<file path="src/rtl/ahb_to_axi4lite_bridge.sv">
// rtl/ahb_to_axi4lite_bridge.sv - AHB-Lite single-transfer to AXI4-Lite bridge
module ahb_to_axi4lite_bridge (
  input  logic        hclk,
  input  logic        reset,
  input  logic [31:0] ahb_slv_haddr,
  input  logic [1:0]  ahb_slv_htrans,
  input  logic        ahb_slv_hwrite,
  input  logic [2:0]  ahb_slv_hsize,
  input  logic [31:0] ahb_slv_hwdata,
  output logic [31:0] ahb_slv_hrdata,
  output logic        ahb_slv_hready,
  output logic [1:0]  ahb_slv_hresp,
  output logic [31:0] axi_awaddr,
  output logic        axi_awvalid,
  input  logic        axi_awready,
  output logic [31:0] axi_wdata,
  output logic [3:0]  axi_wstrb,
  output logic        axi_wvalid,
  input  logic        axi_wready,
  input  logic [1:0]  axi_bresp,
  input  logic        axi_bvalid,
  output logic        axi_bready,
  output logic [31:0] axi_araddr,
  output logic        axi_arvalid,
  input  logic        axi_arready,
  input  logic [31:0] axi_rdata,
  input  logic [1:0]  axi_rresp,
  input  logic        axi_rvalid,
  output logic        axi_rready
);

  typedef enum logic [2:0] {
    IDLE, WDATA, WRITE, WRESP, READ, RRESP, ERR1, ERR2
  } state_t;

  state_t     state, state_d;
  logic       aw_done, w_done, aw_done_d, w_done_d;
  logic       aw_done_n, w_done_n;
  logic       accept;
  logic [3:0] strb;

  // Only the SLVERR/DECERR bit of the AXI response matters to AHB.
  logic unused_resp_bits;
  assign unused_resp_bits = axi_bresp[0] ^ axi_rresp[0];

  always_comb begin
    strb = 4'b1111;
    case (ahb_slv_hsize)
      3'd0:    strb = 4'b0001 << ahb_slv_haddr[1:0];
      3'd1:    strb = 4'b0011 << {ahb_slv_haddr[1], 1'b0};
      default: strb = 4'b1111;
    endcase
  end

  always_comb begin
    state_d   = state;
    aw_done_d = aw_done;
    w_done_d  = w_done;
    accept    = ((state == IDLE) || (state == ERR2)) && ahb_slv_htrans[1];
    aw_done_n = aw_done | (axi_awvalid & axi_awready);
    w_done_n  = w_done | (axi_wvalid & axi_wready);
    case (state)
      IDLE, ERR2: begin
        if (!accept)                    state_d = IDLE;
        else if (ahb_slv_hsize > 3'd2)  state_d = ERR1;
        else if (ahb_slv_hwrite)        state_d = WDATA;
        else                            state_d = READ;
      end
      WDATA: begin
        state_d   = WRITE;
        aw_done_d = 1'b0;
        w_done_d  = 1'b0;
      end
      WRITE: begin
        aw_done_d = aw_done_n;
        w_done_d  = w_done_n;
        if (aw_done_n && w_done_n) begin
          state_d   = WRESP;
          aw_done_d = 1'b0;
          w_done_d  = 1'b0;
        end
      end
      WRESP:   if (axi_bvalid)  state_d = axi_bresp[1] ? ERR1 : IDLE;
      READ:    if (axi_arready) state_d = RRESP;
      RRESP:   if (axi_rvalid)  state_d = axi_rresp[1] ? ERR1 : IDLE;
      ERR1:    state_d = ERR2;
      default: state_d = IDLE;
    endcase
  end

  // Outputs are registered from the next state so they line up with it.
  always_ff @(posedge hclk) begin
    if (reset) begin
      state          <= IDLE;
      aw_done        <= 1'b0;
      w_done         <= 1'b0;
      ahb_slv_hready <= 1'b1;
      ahb_slv_hresp  <= 2'b00;
      ahb_slv_hrdata <= '0;
      axi_awaddr     <= '0;
      axi_awvalid    <= 1'b0;
      axi_wdata      <= '0;
      axi_wstrb      <= '0;
      axi_wvalid     <= 1'b0;
      axi_bready     <= 1'b0;
      axi_araddr     <= '0;
      axi_arvalid    <= 1'b0;
      axi_rready     <= 1'b0;
    end else begin
      state          <= state_d;
      aw_done        <= aw_done_d;
      w_done         <= w_done_d;
      ahb_slv_hready <= (state_d == IDLE) || (state_d == ERR2);
      ahb_slv_hresp  <= ((state_d == ERR1) || (state_d == ERR2)) ? 2'b01 : 2'b00;
      axi_awvalid    <= (state_d == WRITE) && !aw_done_d;
      axi_wvalid     <= (state_d == WRITE) && !w_done_d;
      axi_bready     <= (state_d == WRESP);
      axi_arvalid    <= (state_d == READ);
      axi_rready     <= (state_d == RRESP);
      if (accept && (ahb_slv_hsize <= 3'd2)) begin
        if (ahb_slv_hwrite) begin
          axi_awaddr <= ahb_slv_haddr;
          axi_wstrb  <= strb;
        end else begin
          axi_araddr <= ahb_slv_haddr;
        end
      end
      if (state == WDATA)
        axi_wdata <= ahb_slv_hwdata;
      if ((state == RRESP) && axi_rvalid)
        ahb_slv_hrdata <= axi_rdata;
    end
  end

endmodule

</file>
<file path="config.mk">
export PLATFORM = sky130hd
export DESIGN_NAME = ahb_to_axi4lite_bridge
export DESIGN_NICKNAME = d
export VERILOG_FILES = /design/src/rtl/ahb_to_axi4lite_bridge.sv
export SDC_FILE = /design/constraint.sdc
export NUM_CORES = 1
export LEC_CHECK = 0
export CORE_ASPECT_RATIO = 2
export CORE_MARGIN = 8
export CORE_UTILIZATION = 40
export DETAILED_ROUTE_END_ITERATION = 8
export MAX_ROUTING_LAYER = met4
export PLACE_DENSITY = 0.79
export SLEW_MARGIN = 10
export SYNTH_ARGS = -nofsm -noshare
export SYNTH_HDL_FRONTEND = slang
export SYNTH_SLANG_ARGS = --single-unit
</file>
<file path="constraint.sdc">
create_clock -name hclk -period 1.8 [get_ports hclk]
set_input_delay 0.27 -clock hclk [delete_from_list [all_inputs] [get_ports hclk]]
set_output_delay 0.27 -clock hclk [all_outputs]
set_load 0.005 [all_outputs]
</file>
==> reports/qor.yml <==
run_status:
  status: "complete, no violations"
worst_setup_path:
  rr_startpoint: "state[2]$_SDFF_PP0_"
  cp.required_ns: 2.13
  cp_slowest_cell: "a221o_1"
  cp-end-kind: "register"
  critPathKind: "register to register"
  worst-path-buf-inv: 0
  cp-startpoint: "state[2]$_SDFF_PP0_"
  cp-start-kind: "register"
  path_delay_family: "simple AND/OR/NAND/NOR gates"
  cp_slowest_stage_delay_ns: 0.44
  critPathMaxFanout: 7
  path_cells: "and4_4 > or2_4 > a221o_1 > nand2b_1 > o221ai_2"
  cp.arrival_ns: 2.00
clock_network:
  clkTransAtPathRegs_ns: 0.06
  htreeDepth: 4
  cts_setup_buffers: 0
  clkLatencyLatePin_ns: 0.41
  cts_tree: "yes"
  numClockSinks: 144
  clockRootBuffer: "clkbuf_16"
  max-clock-path-buffers: 2
  cts_buffers: 17
final_layout:
  drive_above_1_share_pct: 8.11
  nets: 1013
  synthToLayoutAreaGrowth_pct: 66.2
  diodes: 0
  final_util_pct: 67.4
yosys:
  synth_top_area_share_pct: 55.4
  ys_ff_latch: 144
  netlist_instances: 652
  synth_top_area_cell: "dfxtp_1"
  yosysSeqAreaShare_pct: 55.4
  syn_area_per_cell_um2: 7.99
  synth_nets: 765
  synth_commonest_cells: "nand2_1, dfxtp_1, a21oi_1, clkbuf_1, nor2_1"
  synthDistinctLibCells: 39
  ys.flop_type: "dfxtp_1"
  yosysWarnings: 0
  synth.most_common_cell: "nand2_1"
  synth.area.top_cells: "dfxtp_1, nand2_1, a21oi_1, clkbuf_1, buf_2"
  synth_area_um2: 5210
  synth_async_sr_flop_share_pct: 0
  synth-edff-count: 0
power:
  total_power_mw: 8.46
  vdd_drop_max_mv: 0.824
  p_leak_nw: 3.03
  power_density_nw_per_um2: 977
timing:
  setup_viol: 0
  rsz0062_at_grt: "false"
  fmax_ghz: 0.599
  final_max_slew_viol_count: 0
  fin_crit_sh_pct: 92.7
  period_needed_ns: 1.67
  fin_skew_ns: 0.00762
  worst_slack_ns: 0.132
  hold_viol: 0
routing:
  dr.pass1.iters: 4
  drc: 0
  final_antenna_net_count: 0
  num_vias: 5272
  wirelength_um: 17000
  drt_iter0_drc: 208
  viasPerCell: 4.95
  wl_per_cell_um: 16.0
floorplanning:
  num_io_pins: 253
  dieHeight_um: 177
  die_w_um: 96.7
  initial_core_util_pct: 40.5
  rows: 59
  die_area_um2: 17100
  core_area_um2: 12800
grt:
  grt_first_pass_wirelength_um: 26900
  grt_use_total_pct: 19.8
  antenna_found_initial: 0
  gr-total-overflow: 0
  first_global_vias: 5185
  grt_start_max_net_pins: 56
worst_hold_path:
  hold_start: "reset"
  holdCritPathClass: "input port to register"
placed_design:
  place_congestion: 0.838
  port_buffers: 248
  preCtsSetupSlack_ns: -0.249
  dp_hpwl_um: 12300
job:
  cap_violations: 0
-- logic make-up after synthesis --
group                     synth area share (%)
and+or+nand+nor                           24.4
AOI/OAI and AO/OA                         16.0
DFF                                       55.4
buffers and inverters                     3.97
xor gates and xnor gates                 0.168
other                                   0.0720
-- metrics by stage --
stage | hold WS [ns] | instance area, µm² | setup TNS [ns] | std cells
6_report | 0.299 | 8650 | 0 | 1065
5_1_grt | 0.291 | 8650 | 0 | 1065
4_1_cts | 0.288 | 8650 | 0 | 1065
3_5_place_dp | 0.446 | 7980 | -8.66 | 1033
3_3_place_gp | 0.440 | 7980 | -4.78 | 1033
2_1_floorplan | 0.406 | 5210 | 0 | 652
-- cells in the final DEF, fill, tap and decap left out, types with 2 or more instances in the layout --
master	count
a21o_1	3
a21oi_1	131
a311oi_1	3
and2_1	3
and4b_1	2
buf_12	6
buf_4	24
bufinv_16	5
clkbuf_16	17
clkdlybuf4s50_1	247
dfxtp_1	142
dfxtp_2	2
inv_6	6
inv_8	3
nand2_1	260
nand2b_1	2
nand4_1	3
nor2_1	11
nor2b_1	6
nor3_1	3
nor3b_1	2
o21ai_0	8
-- power breakdown --
part           leakage [nW]  switching, mW  internal [mW]  total, mW
clock                 0.330           1.48           2.52       4.00
combinational          1.54          0.454          0.614       1.07
sequential             1.17         0.0747           3.31       3.39
-- routing by layer --
layer	up-vias	GRT usage (%)	wire, µm
li1	2627	-	-
met1	2394	23.2	7170
met2	238	29.6	7730
met3	13	9.75	1990
met4	0	4.97	160
met5	-	-	0
-- state kept, by name, summed over array words and instances, names as in the netlist --
name            flops
axi_bready          1
axi_awaddr         32
state               3
ahb_slv_hready      1
w_done              1
axi_wvalid          1
axi_rready          1
axi_wstrb           4
ahb_slv_hrdata     32
ahb_slv_hresp       1
axi_awvalid         1
axi_araddr         32
aw_done             1
axi_arvalid         1
axi_wdata          32
-- cell type report --
| type | instances | area, µm² |
|---|---|---|
| clock buffers | 17 | 425 |
| repair buffers | 277 | 2770 |
| clock inverters | 15 | 245 |
| fillers | 1020 | 4190 |
| inverters | 1 | 3.75 |
| well taps | 152 | 190 |
| multi-input cells | 459 | 2130 |
| flip-flops and latches | 144 | 2890 |
-- what timing repair did --
item	in CTS	in global routing
setup endpoints to repair	0	2
resized for setup	0	2
hold buffers	0	0
-- final timing paths --
| path | cells past startpoint | slack [ns] | end |
|---|---|---|---|
| worst max register to register | 5 | 0.13 | ahb_slv_hready$_SDFF_PP1_ |
| worst min register to register | 2 | 0.45 | axi_awaddr[8]$_SDFFE_PP0P_ |
| worst max-delay path | 5 | 0.13 | ahb_slv_hready$_SDFF_PP1_ |
| worst min-delay path | 2 | 0.30 | axi_wdata[31]$_SDFFE_PP0P_ |
Power figures use the tool's default switching activity.
